### config.mk
export PLATFORM = sky130hd
export DESIGN_NAME = keypad_scanner_flat
export DESIGN_NICKNAME = d
export VERILOG_FILES = /design/src/rtl/keypad_scanner_if.sv /design/src/rtl/keypad_scanner.sv /design/src/flat_wrapper.sv
export SDC_FILE = /design/constraint.sdc
export NUM_CORES = 1
export LEC_CHECK = 0
export BUFFER_PORTS_ARGS = -buffer_cell sky130_fd_sc_hd__buf_2
export CORE_ASPECT_RATIO = 0.7
export CORE_MARGIN = 2
export CORE_UTILIZATION = 55
export CTS_CLUSTER_SIZE = 20
export DETAILED_ROUTE_END_ITERATION = 6
export PLACE_DENSITY = 0.76
export SLEW_MARGIN = 0
export SYNTH_ARGS = -nofsm -noshare
export SYNTH_HDL_FRONTEND = slang
export SYNTH_SLANG_ARGS = --single-unit
### constraint.sdc
create_clock -name clock -period 2.3 [get_ports clock]
set_clock_uncertainty 0.05 [all_clocks]
set_input_delay 0.23 -clock clock [delete_from_list [all_inputs] [get_ports clock]]
set_output_delay 0.23 -clock clock [all_outputs]
set_load 0.02 [all_outputs]
### src/rtl/keypad_scanner_if.sv
// Key handoff bundle between the keypad scanner and the register/ALU datapath.
// The scanner drives the master side; the consumer drives key_ready.
interface keypad_scanner_if;
  logic [3:0] key_code;
  logic       key_valid;
  logic       key_ready;
  logic       overrun;

  modport master (
    output key_code,
    output key_valid,
    output overrun,
    input  key_ready
  );

  modport slave (
    input  key_code,
    input  key_valid,
    input  overrun,
    output key_ready
  );
endinterface

### src/rtl/keypad_scanner.sv
// 4x4 matrix keypad reader: column scan, row debounce, hex mapping and a
// one-entry valid/ready holding register with a sticky overrun flag.
module keypad_scanner #(
  parameter logic [15:0] SCAN_DIV     = 16'd50000,
  parameter logic [19:0] DEBOUNCE_CNT = 20'd500000
) (
  input  logic               clock,
  input  logic               reset,
  input  logic [3:0]         row,
  output logic [3:0]         col,
  keypad_scanner_if.master   kif
);

  typedef enum logic [1:0] {
    SCAN     = 2'd0,
    DEBOUNCE = 2'd1,
    HELD     = 2'd2
  } state_t;

  state_t      r_state;
  logic [3:0]  r_row_s1;
  logic [3:0]  r_row_s2;
  logic [1:0]  r_col_idx;
  logic [15:0] r_dwell;
  logic [19:0] r_deb;
  logic [1:0]  r_cand;
  logic [3:0]  r_key_code;
  logic        r_key_valid;
  logic        r_overrun;

  state_t      w_state_nxt;
  logic [1:0]  w_col_nxt;
  logic [15:0] w_dwell_nxt;
  logic [19:0] w_deb_nxt;
  logic [1:0]  w_cand_nxt;
  logic        w_accept;
  logic        w_any_low;
  logic [1:0]  w_lowest;
  logic        w_match;
  logic [3:0]  w_key;

  assign col           = ~(4'b0001 << r_col_idx);
  assign kif.key_code  = r_key_code;
  assign kif.key_valid = r_key_valid;
  assign kif.overrun   = r_overrun;

  // Lowest low row wins; a debounce match therefore means the candidate row
  // is low and every lower-index row is high.
  always_comb begin
    w_lowest = 2'd0;
    if (!r_row_s2[3]) w_lowest = 2'd3;
    if (!r_row_s2[2]) w_lowest = 2'd2;
    if (!r_row_s2[1]) w_lowest = 2'd1;
    if (!r_row_s2[0]) w_lowest = 2'd0;
  end

  assign w_any_low = (r_row_s2 != 4'hF);
  assign w_match   = w_any_low && (w_lowest == r_cand);

  always_comb begin
    w_key = 4'h0;
    case ({r_cand, r_col_idx})
      4'b00_00: w_key = 4'h1;
      4'b00_01: w_key = 4'h2;
      4'b00_10: w_key = 4'h3;
      4'b00_11: w_key = 4'hA;
      4'b01_00: w_key = 4'h4;
      4'b01_01: w_key = 4'h5;
      4'b01_10: w_key = 4'h6;
      4'b01_11: w_key = 4'hB;
      4'b10_00: w_key = 4'h7;
      4'b10_01: w_key = 4'h8;
      4'b10_10: w_key = 4'h9;
      4'b10_11: w_key = 4'hC;
      4'b11_00: w_key = 4'h0;
      4'b11_01: w_key = 4'hF;
      4'b11_10: w_key = 4'hE;
      4'b11_11: w_key = 4'hD;
      default:  w_key = 4'h0;
    endcase
  end

  always_comb begin
    w_state_nxt = r_state;
    w_col_nxt   = r_col_idx;
    w_dwell_nxt = r_dwell;
    w_deb_nxt   = r_deb;
    w_cand_nxt  = r_cand;
    w_accept    = 1'b0;
    case (r_state)
      SCAN: begin
        if (r_dwell == SCAN_DIV - 16'd1) begin
          w_dwell_nxt = '0;
          if (w_any_low) begin
            w_cand_nxt  = w_lowest;
            w_deb_nxt   = '0;
            w_state_nxt = DEBOUNCE;
          end else begin
            w_col_nxt = r_col_idx + 2'd1;
          end
        end else begin
          w_dwell_nxt = r_dwell + 16'd1;
        end
      end
      DEBOUNCE: begin
        if (!w_match) begin
          w_state_nxt = SCAN;
          w_col_nxt   = r_col_idx + 2'd1;
          w_deb_nxt   = '0;
          w_dwell_nxt = '0;
        end else if (r_deb == DEBOUNCE_CNT - 20'd1) begin
          w_accept    = 1'b1;
          w_state_nxt = HELD;
          w_deb_nxt   = '0;
        end else begin
          w_deb_nxt = r_deb + 20'd1;
        end
      end
      HELD: begin
        if (w_any_low) begin
          w_deb_nxt = '0;
        end else if (r_deb == DEBOUNCE_CNT - 20'd1) begin
          w_state_nxt = SCAN;
          w_col_nxt   = r_col_idx + 2'd1;
          w_deb_nxt   = '0;
          w_dwell_nxt = '0;
        end else begin
          w_deb_nxt = r_deb + 20'd1;
        end
      end
      default: begin
        w_state_nxt = SCAN;
        w_deb_nxt   = '0;
        w_dwell_nxt = '0;
      end
    endcase
  end

  always_ff @(posedge clock or negedge reset) begin
    if (!reset) begin
      r_state   <= SCAN;
      r_row_s1  <= '1;
      r_row_s2  <= '1;
      r_col_idx <= '0;
      r_dwell   <= '0;
      r_deb     <= '0;
      r_cand    <= '0;
    end else begin
      r_state   <= w_state_nxt;
      r_row_s1  <= row;
      r_row_s2  <= r_row_s1;
      r_col_idx <= w_col_nxt;
      r_dwell   <= w_dwell_nxt;
      r_deb     <= w_deb_nxt;
      r_cand    <= w_cand_nxt;
    end
  end

  // A transfer on the accept cycle frees the slot, so the new key still loads.
  always_ff @(posedge clock or negedge reset) begin
    if (!reset) begin
      r_key_code  <= '0;
      r_key_valid <= 1'b0;
      r_overrun   <= 1'b0;
    end else if (w_accept) begin
      if (!r_key_valid || kif.key_ready) begin
        r_key_code  <= w_key;
        r_key_valid <= 1'b1;
      end else begin
        r_overrun <= 1'b1;
      end
    end else if (r_key_valid && kif.key_ready) begin
      r_key_valid <= 1'b0;
    end
  end

endmodule

### src/flat_wrapper.sv
// flat-port wrapper written by rule: the top's interface ports become plain ports
module keypad_scanner_flat 
#(
  parameter logic [15:0] SCAN_DIV     = 16'd50000,
  parameter logic [19:0] DEBOUNCE_CNT = 20'd500000
)
  (clock, reset, row, col, kif_key_code, kif_key_valid, kif_overrun, kif_key_ready);
  keypad_scanner_if kif_i ();
  input  logic clock;
  input  logic reset;
  input  logic [3:0] row;
  output logic [3:0] col;
  output wire logic [$bits(kif_i.key_code)-1:0] kif_key_code;
  output wire logic [$bits(kif_i.key_valid)-1:0] kif_key_valid;
  output wire logic [$bits(kif_i.overrun)-1:0] kif_overrun;
  input wire logic [$bits(kif_i.key_ready)-1:0] kif_key_ready;
  assign kif_key_code = kif_i.key_code;
  assign kif_key_valid = kif_i.key_valid;
  assign kif_overrun = kif_i.overrun;
  assign kif_i.key_ready = kif_key_ready;
  keypad_scanner #(.SCAN_DIV(SCAN_DIV), .DEBOUNCE_CNT(DEBOUNCE_CNT)) u_core (.clock(clock), .reset(reset), .row(row), .col(col), .kif(kif_i));
endmodule
==> out/results.ini <==
[sta]
rsz0062_at_grt = true
setup-violations-final = 1
fmax_mhz = 433.5
setup_slack_ps = -6.590
relSlewSlack = 0.6721
min_period_ps = 2307
worst_slew_pin_slew_ps = 490.6
slew_violations = 0
hold_viol_final = 0
fin_crit_sh = 1.003
fin_tns_setup_ps = -6.590

[drt]
via_per_inst = 5.905
ant_nets = 0
num_vias = 2675
routedWlPerCell_um = 15.78
dr.first_iter.drc_count = 263
drt_pre_antenna_iters = 5
drc = 0
routed_wl_um = 7150

[logic_synthesis]
syn_inst = 322
ys.flop_type = dfrtp_1
synth_seq_area_share = 0.4519
ys_top_cells_by_area = dfrtp_1 38%, dfstp_2 6.7%, ha_1 4.8%
synth_area_um2 = 3123
synth-async-reset-ratio = 1.000
synth_edf_count = 0
ys_warn_count = 0
syn-num-nets = 341
ys_ff_latch = 56
yosysTopAreaCell = dfrtp_1
yosysTopAreaCellShare = 0.3846
synth.distinct_cells = 55
synth_area_per_cell_um2 = 9.699

[pwr]
power.density_nw_per_um2 = 418.4
peakVddDrop_uv = 392.5
leakagePower_nw = 1.637

[clock_tree]
cts_buffer_depth = 2
cts_buffers = 5
clock_latency_ps = 310
cts_num_sinks = 56
clkTransAtPathRegs_ps = 100
cts_root_buffer = clkbuf_8
htreeDepth = 2
cts_tree = built

[global_route]
grt_first_pass_wirelength_um = 11700
grt.overflow.total = 0
track_usage = 0.2372
grt_max_degree = 57
grt_pass1_vias = 2396
antenna_found_initial = 0

[finish]
multi_input_area_um2 = 1682
seqCellArea_um2 = 1411
area_delta_synth_final_pct = 21.43
nets = 399
fillers = 409
final_layout_size_suffix_gt1_frac = 0.2808
num_antenna_cells = 0
fin_util = 0.7065

[flow_run]
cap_violations = 0

[place]
portBuffers = 16
place_congestion = 0.8980
dp_hpwl_um = 5012

[die]
die_h_um = 67.05
core_area_um2 = 5368
die_x_um = 94.07
io_pins = 17
start_util = 0.5818
placementRows = 22
die-area_um2 = 6307

[setup_path]
worstPathArrival_ps = 2430
worst_ep_required_time_ps = 2420
worst-setup-path-type = reg2reg
cp-start-kind = flip-flop
cp_max_fo = 14
endpoint_kind = flip-flop

[run_status]
violations = negative setup slack
status = finished with violations

[min_path]
hold_path.class = in2reg

cell families after synthesis:
kind of cell,count (synthesis),share of synthesized area
mux,10,0.03846
simple gates,136,0.2452
fa+ha+maj,12,0.04808
buf+inv,30,0.04287
xor+xnor,12,0.03365
flops,56,0.4519
compound gates,66,0.1398
cells in the mapped netlist (3+ instances only):
cell / number
a21oi_1: 6
a31oi_1: 5
a41oi_1: 3
and2_0: 3
and3_1: 9
and4_1: 4
buf_4: 3
clkbuf_1: 8
dfrtp_1: 48
dfstp_2: 8
ha_1: 12
inv_1: 16
mux2_2: 6
mux2i_1: 3
nand2_1: 34
nand2b_1: 5
nand3_1: 13
nand4_1: 7
nand4b_1: 3
nor2_1: 26
nor2b_1: 5
nor3_1: 7
nor3b_1: 3
o21ai_0: 21
o31ai_1: 15
xnor2_1: 11
routing by layer:
metal | share of wire | up-vias | global-route usage | routed length, um
met5 | 0 | - | 0 | 0
met4 | 0.0080 | 0 | 0.04529 | 57
met3 | 0.049 | 7 | 0.04525 | 352
met2 | 0.43 | 80 | 0.3420 | 3056
met1 | 0.52 | 1312 | 0.3699 | 3684
li1 | - | 1276 | - | -
state kept, by name (all words and copies together), names as in the netlist:
register              cells
u_core.kif.overrun        1
u_core.r_cand             2
u_core.r_deb             20
u_core.r_dwell           16
u_core.r_col_idx          2
u_core.r_state            2
u_core.kif.key_code       4
u_core.r_row_s2           4
u_core.kif.key_valid      1
u_core.r_row_s1           4
what timing repair did:
action / in CTS / in global routing
gates cloned: 0 / 2
buffers inserted: 0 / 3
pin swaps: 0 / 5
setup endpoints to repair: 1 / 33
endpoints found under the hold margin: 52 / 0
hold buffers: 5 / 0
resized for setup: 2 / 23
through the flow:
| stage | instance area (um^2) | setup WS (ps) | instances | hold WS [ps] | power, mW |
|---|---|---|---|---|---|
| after floorplan | 3123 | 63.42 | 322 | -115.6 | 1.026 |
| after global placement | 3545 | 32.03 | 436 | 200.6 | 1.059 |
| after detailed placement | 3545 | 18.67 | 436 | 203.1 | 1.061 |
| after CTS | 3684 | 14.47 | 449 | 190.8 | 1.601 |
| after global routing | 3792 | -57.11 | 453 | 181.4 | 1.649 |
| final | 3792 | -6.590 | 453 | 190.5 | 1.587 |
critical path, stage by stage, from the launching register on:
cell,delay [ps]
dfrtp_1,410
or4_4,550
nor4_4,380
a21boi_4,200
buf_4,220
nor3_1,210
o32ai_1,140
cell usage in the layout (no fill, tap or decap), types with 7 or more instances in the layout:
master	n
dfrtp_1	48
buf_4	40
nand2_1	33
nor2_1	25
o21ai_0	17
inv_1	16
buf_2	16
nand3_1	13
xnor2_1	11
o31ai_1	11
ha_1	11
and3_1	9
dfstp_2	8
nand4_1	7
nor3_1	7
where the power goes:
part	leakage [nW]	internal [mW]	switching, mW
clock network	0.0479	0.213	0.326
logic	0.854	0.0181	0.0280
registers	0.735	0.997	0.00491
area by class of cell:
cell class	count	share of cell area
multi-input combinational	238	0.4434
tap	72	0.02375
clock buffer	5	0.01815
sequential	56	0.3722
timing repair buffer	63	0.1217
clock inverter	3	0.004949
inverter	16	0.01584
path summary, 6_finish.rpt:
path	from	end	slack, ps	cells after the start
max	u_core.r_dwell[13]	u_core.r_state[0]	-7	6
min	kif_key_ready	u_core.kif.key_valid	190	3
max reg2reg	u_core.r_dwell[13]	u_core.r_state[0]	-7	6
min reg2reg	u_core.r_row_s1[2]	u_core.r_row_s2[2]	310	0
max in group asynchronous	reset	u_core.r_row_s1[1]	1510	3
min in group asynchronous	reset	u_core.r_deb[11]	380	3
(Power assumes the default switching activity.)
